===== src/rtl/prng_p2s.sv =====
// UART-style serialiser for PRNG words: start, data MSB-first, optional
// even parity, stop. A one-word holding register decouples PRNG and line.
module prng_p2s #(
    parameter int WIDTH        = 32,
    parameter int CLKS_PER_BIT = 4,
    parameter int PARITY_EN    = 1
) (
    input  logic             clk,
    input  logic             rst,
    input  logic [WIDTH-1:0] din,
    input  logic             load,
    output logic             ready,
    output logic             sout,
    output logic             sframe,
    output logic             bit_stb,
    output logic             overflow,
    output logic [15:0]      words_sent
);

    localparam int CW = (CLKS_PER_BIT > 1) ? $clog2(CLKS_PER_BIT) : 1;
    localparam int BW = (WIDTH > 1) ? $clog2(WIDTH) : 1;
    localparam logic [CW-1:0] CYC_LAST = CW'(CLKS_PER_BIT - 1);
    localparam logic [BW-1:0] BIT_LAST = BW'(WIDTH - 1);

    typedef enum logic [2:0] {
        IDLE,
        START,
        DATA,
        PARITY,
        STOP
    } state_t;

    state_t           state;
    state_t           state_nxt;
    logic [WIDTH-1:0] hold;
    logic             hold_full;
    logic [WIDTH-1:0] shift;
    logic             par;
    logic [CW-1:0]    cyc_cnt;
    logic [BW-1:0]    bit_cnt;
    logic             last_cyc;
    logic             last_bit;
    logic             take;
    logic             accept;

    assign last_cyc = (cyc_cnt == CYC_LAST);
    assign last_bit = (bit_cnt == BIT_LAST);
    assign accept   = load && !hold_full;
    assign ready    = !hold_full;

    // The hold word moves into the shifter from IDLE, or on the last stop
    // cycle so consecutive frames abut without an idle gap.
    assign take = hold_full &&
                  ((state == IDLE) || ((state == STOP) && last_cyc));

    always_ff @(posedge clk) begin
        if (rst) begin
            state      <= IDLE;
            hold       <= '0;
            hold_full  <= 1'b0;
            shift      <= '0;
            par        <= 1'b0;
            cyc_cnt    <= '0;
            bit_cnt    <= '0;
            overflow   <= 1'b0;
            words_sent <= '0;
        end else begin
            state <= state_nxt;

            if (accept) begin
                hold      <= din;
                hold_full <= 1'b1;
            end else if (take) begin
                hold_full <= 1'b0;
            end

            if (load && hold_full) begin
                overflow <= 1'b1;
            end

            if (take) begin
                shift <= hold;
                par   <= ^hold;
            end else if ((state == DATA) && last_cyc) begin
                shift <= shift << 1;
            end

            if (state_nxt != state) begin
                cyc_cnt <= '0;
                bit_cnt <= '0;
            end else if (last_cyc) begin
                cyc_cnt <= '0;
                if (state == DATA) begin
                    bit_cnt <= bit_cnt + 1'b1;
                end
            end else begin
                cyc_cnt <= cyc_cnt + 1'b1;
            end

            if ((state == STOP) && last_cyc) begin
                words_sent <= words_sent + 16'd1;
            end
        end
    end

    always_comb begin
        state_nxt = state;
        unique case (state)
            IDLE: begin
                if (hold_full) state_nxt = START;
            end
            START: begin
                if (last_cyc) state_nxt = DATA;
            end
            DATA: begin
                if (last_cyc && last_bit) begin
                    state_nxt = (PARITY_EN != 0) ? PARITY : STOP;
                end
            end
            PARITY: begin
                if (last_cyc) state_nxt = STOP;
            end
            STOP: begin
                if (last_cyc) state_nxt = hold_full ? START : IDLE;
            end
            default: state_nxt = IDLE;
        endcase
    end

    always_comb begin
        sout    = 1'b1;
        sframe  = 1'b1;
        bit_stb = 1'b0;
        unique case (state)
            IDLE: begin
                sframe = 1'b0;
            end
            START: begin
                sout = 1'b0;
            end
            DATA: begin
                sout    = shift[WIDTH-1];
                bit_stb = (cyc_cnt == '0);
            end
            PARITY: begin
                sout = par;
            end
            STOP: begin
                sout = 1'b1;
            end
            default: begin
                sframe = 1'b0;
            end
        endcase
    end

endmodule

===== config.mk =====
export PLATFORM = sky130hd
export DESIGN_NAME = prng_p2s
export DESIGN_NICKNAME = d
export VERILOG_FILES = /design/src/rtl/prng_p2s.sv
export SDC_FILE = /design/constraint.sdc
export NUM_CORES = 1
export LEC_CHECK = 0
export CELL_PAD_IN_SITES_DETAIL_PLACEMENT = 0
export CELL_PAD_IN_SITES_GLOBAL_PLACEMENT = 1
export CORE_MARGIN = 2
export CORE_UTILIZATION = 44
export DETAILED_ROUTE_END_ITERATION = 8
export PLACE_DENSITY = 0.95
export SYNTH_ARGS = -nofsm -noshare
export SYNTH_HDL_FRONTEND = slang
export SYNTH_SLANG_ARGS = --single-unit

===== constraint.sdc =====
create_clock -name clk -period 4.3 [get_ports clk]
set_input_delay 0.86 -clock clk [delete_from_list [all_inputs] [get_ports clk]]
set_output_delay 0.86 -clock clk [all_outputs]
set_load 0.05 [all_outputs]

Word-level counts from Yosys, hierarchy flattened
Index checks and enable logic that the tools add are counted.

operators by class
  add/subtract/negate cells = 3
  reduce and logical (&&, ||, !) cells = 17
  equality and inequality tests = 7
  muxes and demuxes = 14

operators by type and width
  kind                     number
  $mux W32                 2
  $reduce_xor A32 Y1       1
  $add A16 B1 Y16 const B  1
  $mux W3                  5
  $pmux W3 S5              1
  $eq A3 B2 Y1 const B     2
  $logic_and A1 B1 Y1      6
  $add A5 B1 Y5 const B    1
  $eq A5 B5 Y1 const B     1
  $mux W1                  5
  $reduce_bool A2 Y1       2
  $reduce_or A4 Y1         1
  $eq A3 B1 Y1 const B     1
  $eq A3 B3 Y1 const B     1
  $logic_not A3 Y1         1
  $ne A3 B3 Y1             1
  $pmux W1 S3              1
  $reduce_or A3 Y1         1
  $add A2 B1 Y2 const B    1
  $eq A2 B2 Y1 const B     1
  $logic_not A2 Y1         1
  $reduce_and A2 Y1        1
  $reduce_or A2 Y1         1
  $logic_not A1 Y1         1
  $logic_or A1 B1 Y1       1

word-level totals
  word-level logic and storage cells = 50
  input bits = 35
  register bits after elaboration = 93
  output and inout port bits = 21

Depth between registers and ports, before layout
Gate-level depths: netlist of the first run.

  word-level depth = 6
  gate-level depth with buffers = 8
  mapped depth without buffers = 8

Least setup slack after synthesis of the first run
OpenSTA, ideal clock, no wires.

  kind = reg-to-output
  from = register state[1]
  to = output port bit_stb
  slack = 1.387 ns
  arrival time = 2.053 ns
  path buffers = 1
  required time = 3.440 ns
  stages on the path, launching flop included = 3
  cell sequence = dfxtp_1 -> buf_2 -> nor4bb_1

between the ends
  cells in the longest elaborated chain, start to end = 2

ends and longest elaborated chain
  what                    line  source
  start, declared         33    state_t state;
  start signal, assigned  68    state <= state_nxt;
  $eq A3 B2 Y1            134   unique case (state)
  $mux W1                 134
  end, declared           15    output logic bit_stb,

No other way between the ends.

Worst setup path in the final report of the first run
  from = register state[1]
  to = output port sout

between the ends
  cells in the longest elaborated chain, start to end = 2
  elaborated cells between the ends (all ways) = 4
  those cells by class = 3 x eq/ne; 1 x mux

ends and longest elaborated chain
  what                                          line  source
  $eq A3 B2 Y1 or $eq A3 B1 Y1 (tied branches)  134
  $pmux W1 S3 *                                 134
  end, declared                                 13    output logic sout,

Mark *: on every way between the ends. The rest lies on a longest branch, timed or not.

==> results of run 1 <==
## synthesized netlist by cell type
| cell type | count |
|---|---|
| ha_1 | 5 |
| mux2i_1 | 1 |
| nor4bb_1 | 1 |
| a21oi_1 | 40 |
| o31ai_1 | 1 |
| nand2b_1 | 4 |
| and3b_1 | 1 |
| nor3_1 | 4 |
| nand4_4 | 1 |
| clkbuf_1 | 16 |
| nand4_1 | 3 |
| and2_1 | 1 |
| and3_1 | 3 |
| dfxtp_1 | 93 |
| or3_1 | 1 |
| o21ai_0 | 2 |
| buf_4 | 2 |
| nor2_1 | 58 |
| nand3_1 | 7 |
| a211oi_2 | 1 |
| nor2b_1 | 1 |
| or2_2 | 1 |
| xor2_1 | 18 |
| a311oi_1 | 31 |
| and4bb_2 | 1 |
| xnor2_1 | 33 |
| nand2_1 | 143 |
| buf_1 | 4 |
| buf_6 | 3 |
| and2b_1 | 1 |
| nor3b_1 | 2 |
| o22a_1 | 1 |
| nor2_2 | 1 |
| inv_1 | 4 |
| buf_2 | 10 |
| and4_1 | 2 |
## sequential cells by signal, summed over array words and instances, names as in the netlist
signal and flops:
bit_cnt 5, cyc_cnt 2, hold 32, hold_full 1
overflow 1, par 1, shift 32, state 3
words_sent 16
## metrics by stage
step	util	hold slack [ns]
3_5_place_dp	0.5093	0.4545
3_3_place_gp	0.5093	0.4388
6_report	0.5315	0.4603
5_1_grt	0.5315	0.4949
4_1_cts	0.5315	0.4673
2_1_floorplan	-	0.4270
## power by group through the flow
stage	clock [mW]	combinational (mW)	sequential [mW]
floorplan	0	0.222	0.966
detailed placement	0	0.301	0.978
global route	0.647	0.335	0.967
finish	0.599	0.301	0.959
global placement	0	0.296	0.976
CTS	0.614	0.304	0.958
## path summary, 6_finish.rpt
kind | from | to | slack, ns | cells after the start
worst max-delay path | state[1]$_SDFF_PP0_ | sout | 1.28 | 4
worst min-delay path | cyc_cnt[0]$_SDFF_PP0_ | cyc_cnt[0]$_SDFF_PP0_ | 0.46 | 1
worst max register to register | cyc_cnt[0]$_SDFF_PP0_ | shift[2]$_SDFFE_PP0P_ | 2.38 | 6
worst min register to register | cyc_cnt[0]$_SDFF_PP0_ | cyc_cnt[0]$_SDFF_PP0_ | 0.46 | 1
## layer usage
metal / vias to the layer above / track usage / part of all wire / wire [um]
met4: 0 / 0.06428 / 0.014 / 119
met2: 87 / 0.2793 / 0.43 / 3733
met1: 1560 / 0.2559 / 0.49 / 4244
met5: - / 0 / 0 / 0
li1: 1740 / - / - / -
met3: 8 / 0.04318 / 0.057 / 492
## placed cells by master (no fill, tap or decap), types with 2 or more instances in the layout
| cell | netlist | routed |
|---|---|---|
| inv_6 | 0 | 3 |
| nor3_1 | 4 | 4 |
| clkdlybuf4s50_1 | 0 | 54 |
| ha_1 | 5 | 5 |
| buf_4 | 2 | 6 |
| nor2_1 | 58 | 58 |
| o21ai_0 | 2 | 2 |
| clkinv_2 | 0 | 2 |
| and3_1 | 3 | 3 |
| inv_1 | 4 | 4 |
| nand2b_1 | 4 | 4 |
| dfxtp_1 | 93 | 93 |
| xor2_1 | 18 | 18 |
| a21oi_1 | 40 | 40 |
| and4_1 | 2 | 2 |
| nand4_1 | 3 | 3 |
| nand2_1 | 143 | 143 |
| nor3b_1 | 2 | 2 |
| xnor2_1 | 33 | 33 |
| nand3_1 | 7 | 6 |
| clkbuf_8 | 0 | 9 |
| a311oi_1 | 31 | 31 |
## cells by family after synthesis
group,share of synthesized area
muxes,0.002456
AOI/OAI and AO/OA,0.1252
xor gates and xnor gates,0.1096
adders and majority gates,0.01535
DFF,0.4567
buffers and inverters,0.04634
and+or+nand+nor,0.2443
## layout make-up
type / instances / share of cell area
clock buffer: 9 / 0.02559
timing repair buffer: 61 / 0.1220
tap: 111 / 0.02869
inverter: 4 / 0.003102
sequential: 93 / 0.3846
clock inverter: 7 / 0.01602
multi-input combinational: 369 / 0.4200
==> results.toml, run 1 <==
[layout]
final_cells = 654
drive_above_1_share = 0.05525
final_area_sq_um = 4841
nFillCells = 850
fin_nets = 578
multi_input_area_sq_um = 2033
area_delta_synth_final_pct = 18.75
num_antenna_cells = 0
seq_area_sq_um = 1862

[flow_run]
drv_cap = 0

[clock_tree]
cts_resized = 0
hold_buffers = 0
cts_buffer_depth = 2
cts_tree = "yes"
htree_levels = 3
clockRootBuffer = "clkbuf_8"
cts_setup_buffers = 0
clk_latency_ns = 0.36
clkSinkCount = 93
path_clk_slew_ns = 0.09
cts_made_buffers = 9

[critical_path]
crit_type = "flip-flop to output port"
cp-end-kind = "output port"
slowest_delay_ns = 0.69
worst_ep_required_time_ns = 3.44
cp.buffers_inverters = 1
slowest_stage = "clkdlybuf4s50_1"
critPathArrivalTime_ns = 2.16
cp_top_family = "buffers and inverters"
crit_path_cell_trace = "nor3b_1, a21oi_1, or2_2, clkdlybuf4s50_1"
cp_max_fo = 12
critPathLaunchType = "flip-flop"

[drt]
wire_per_inst_um = 13.13
via_per_inst = 5.191
first_pass_iters = 5
drc_errors = 0
drt_iter0_drc = 159
drtAntennaViolNets = 0
num_vias = 3395
drt-total-wl_um = 8590

[sta]
slew_violations = 0
max_slew.worst_pin.slew_ns = 1.114
setup_ws_ns = 1.284
period_minus_slack_ns = 3.016
tns_ns = 0
period_share = 0.7015
setup_viol = 0
rsz0062_at_grt = "no"
finalHoldViolCount = 0
fin_worst_skew_ns = 0.01670
max_freq_ghz = 0.3315
slew_headroom = 0.2556

[synthesis]
synth_warnings = 0
yosysSeqAreaShare = 0.4567
synth_cells = 501
ys_types = 36
yosys-top-cells-area = "dfxtp_1, nand2_1, xnor2_1"
netlist_area_sq_um = 4076
synth_area_leader_cell = "dfxtp_1"
syn_nets = 541
yosysTopAreaCellShare = 0.4567
synth_seq_cells = 93
syn_avg_cell_area_sq_um = 8.137

[placed_design]
dp_hpwl_um = 5551
placedCellCount = 638
gp_congestion = 0.7505
dpl_cell_area_sq_um = 4639
port_buffers = 55
pre_cts_slack_ns = 1.675

[power_and_ir_drop]
seqPwrFrac = 0.516
p_leak_nw = 1.772
p_int_mw = 1.333
power_frac_comb = 0.162
peakVddDrop_uv = 203.8
report.power.total_mw = 1.859
switchingPower_mw = 0.5254
switching_share = 0.2827
power_density_nw_per_um2 = 383.9
clkPwrFrac = 0.322

[die]
die_y_um = 100.3
die_x_um = 100.3
ios = 56
fp.coreArea_sq_um = 9109
initial_core_util = 0.4475
placementRows = 35
dieArea_sq_um = 10050

[global_route]
grt_antenna_before_repair = 0
grt_max_degree = 64
first_global_vias = 3229
overflow = 0
grt_pass1_wl_um = 14910
grt_usage = 0.1837

[worst_hold_path]
hp-class = "flip-flop to flip-flop"

[status]
status = "finished clean"
Note: power is estimated with default switching activity, not from simulation.
==> inputs of run 2 (changes only) <==
--- a/config.mk
+++ b/config.mk
@@ -8,9 +8,9 @@
 export CELL_PAD_IN_SITES_DETAIL_PLACEMENT = 0
 export CELL_PAD_IN_SITES_GLOBAL_PLACEMENT = 1
 export CORE_MARGIN = 2
-export CORE_UTILIZATION = 44
+export CORE_UTILIZATION = 36
 export DETAILED_ROUTE_END_ITERATION = 8
-export PLACE_DENSITY = 0.95
+export PLACE_DENSITY = 0.85
 export SYNTH_ARGS = -nofsm -noshare
 export SYNTH_HDL_FRONTEND = slang
 export SYNTH_SLANG_ARGS = --single-unit
==> constraint.sdc (replaced) <==
create_clock -name clk -period 2.6 [get_ports clk]
set_input_delay 0.52 -clock clk [delete_from_list [all_inputs] [get_ports clk]]
set_output_delay 0.52 -clock clk [all_outputs]
set_load 0.05 [all_outputs]
==> run 2 against run 1 <==
Against the previous run: cell count increased by 4.6%; global-route usage down 3.7 points; first-iteration DRC count up 10%; non-clock buffer count up 2; sequential share of layout area down 1.1 points; critical path depth stayed put; critical path type unchanged; largest power group unchanged; highest routed layer unchanged.
==> results.toml, run 2 (synthesized netlist as in run 1, its figures left out) <==
[sta]
hold_slack_ns = 0.4703
max_freq_ghz = 0.4543
period_minus_slack_ns = 2.201
setup_ws_ns = 0.3988
period_share = 0.8466
tns_ns = 0
slew_violations = 0
max_slew.worst_pin.slew_ns = 0.7835
setup_viol = 0
slew_headroom = 0.4777
fin_worst_skew_ns = 0.009597
rsz0062_at_grt = "no"
finalHoldViolCount = 0

[clock_tree]
cts_setup_buffers = 0
cts_tree = "yes"
clkSinkCount = 93
cts_made_buffers = 9
htree_levels = 3
clockRootBuffer = "clkbuf_16"
clk_latency_ns = 0.34
hold_buffers = 0
cts_buffer_depth = 2
path_clk_slew_ns = 0.07
cts_resized = 0

[layout]
nFillCells = 1078
final_cell_mix = "nand2_1, dfxtp_1, nor2_1"
fin_nets = 580
area_delta_synth_final_pct = 22.16
layout_commonest_cell = "nand2_1"
drive_above_1_share = 0.05882
reg_top3 = "hold x32, shift x32, words_sent x16"
num_antenna_cells = 0
final_cells = 684

[power_and_ir_drop]
p_leak_nw = 1.836
power_density_nw_per_um2 = 664.6
peakVddDrop_uv = 315.4

[placed_design]
placedCellCount = 669
gp_congestion = 0.7428
dp_hpwl_um = 5798
pre_cts_slack_ns = 0.3889
port_buffers = 55

[drt]
drt-total-wl_um = 8839
via_per_inst = 4.978
drt_iter0_drc = 175
topRoutingLayerUsed = "met4"
drtAntennaViolNets = 0
wl_met1_um = 4407
drc_errors = 0
wl_met3_um = 501
first_pass_iters = 4
wire_per_inst_um = 12.92
num_vias = 3405
met2_length_um = 3799

[global_route]
grt_usage = 0.1469
grt_antenna_before_repair = 0
grt_pass1_wl_um = 15130
grt_max_degree = 50
overflow = 0
first_global_vias = 3161

[worst_hold_path]
min_to = "shift[5]$_SDFFE_PP0P_"
holdCritStartpoint = "shift[4]$_SDFFE_PP0P_"
hp-class = "flip-flop to flip-flop"
min_path_cells = 2

[critical_path]
cp_max_fo = 15
critPathArrivalTime_ns = 1.68
cp-end-kind = "output port"
crit_type = "flip-flop to output port"
r2r_slack_ns = 0.66
worst_ep_required_time_ns = 2.08
reg2regPathDepth = 6
r2r_start = "cyc_cnt[0]$_SDFF_PP0_"
r2r-end = "par$_SDFFE_PP0P_"
critPathLaunchType = "flip-flop"

[die]
ios = 56
initial_core_util = 0.3728
fp.coreArea_sq_um = 10940
placementRows = 38
die_x_um = 110.4
dieArea_sq_um = 12190
die_y_um = 110.4

[flow_run]
drv_cap = 0

[status]
status = "finished clean"
run 2: how the worst max path moves through the flow:
stage                              from      end  slack, ns
floorplan           state[1]$_SDFF_PP0_  bit_stb       0.03
global placement    state[0]$_SDFF_PP0_     sout       0.41
detailed placement  state[0]$_SDFF_PP0_     sout       0.39
CTS                 state[0]$_SDFF_PP0_     sout       0.02
global route        state[0]$_SDFF_PP0_     sout       0.29
finish              state[0]$_SDFF_PP0_     sout       0.40
run 2: critical path, stage by stage (launching register included):
cell and delay, ns:
dfxtp_1 0.58, nor3b_1 0.09, a21oi_1 0.14, or2_2 0.12
dlymetal6s2s_1 0.41
run 2: metrics by stage:
stage                 util  instance area (sq um)  power [mW]
floorplan                -                   4076       1.965
global placement    0.4299                   4701       2.108
detailed placement  0.4299                   4701       2.119
CTS                 0.4549                   4975       3.336
global route        0.4554                   4980       3.462
finish              0.4554                   4980       3.310
run 2: final cells by class:
type | count | area [sq um] | area share
multi-input cells | 369 | 2033 | 0.4083
clock inverters | 5 | 35.03 | 0.007035
inverters | 4 | 15.01 | 0.003015
repair buffers | 63 | 620.6 | 0.1246
flip-flops and latches | 93 | 1862 | 0.3739
clock buffers | 10 | 239.0 | 0.04799
well taps | 140 | 175.2 | 0.03518
run 2: power by group:
part | internal, mW | switching, mW
Clock | 0.672 | 0.551
Sequential | 1.52 | 0.0682
Combinational | 0.236 | 0.266
Total | 2.42 | 0.885
run 2: metal layers:
metal	track usage	up-vias
li1	-	1738
met1	0.2042	1570
met2	0.2237	83
met3	0.03458	14
met4	0.05000	0
met5	0	-
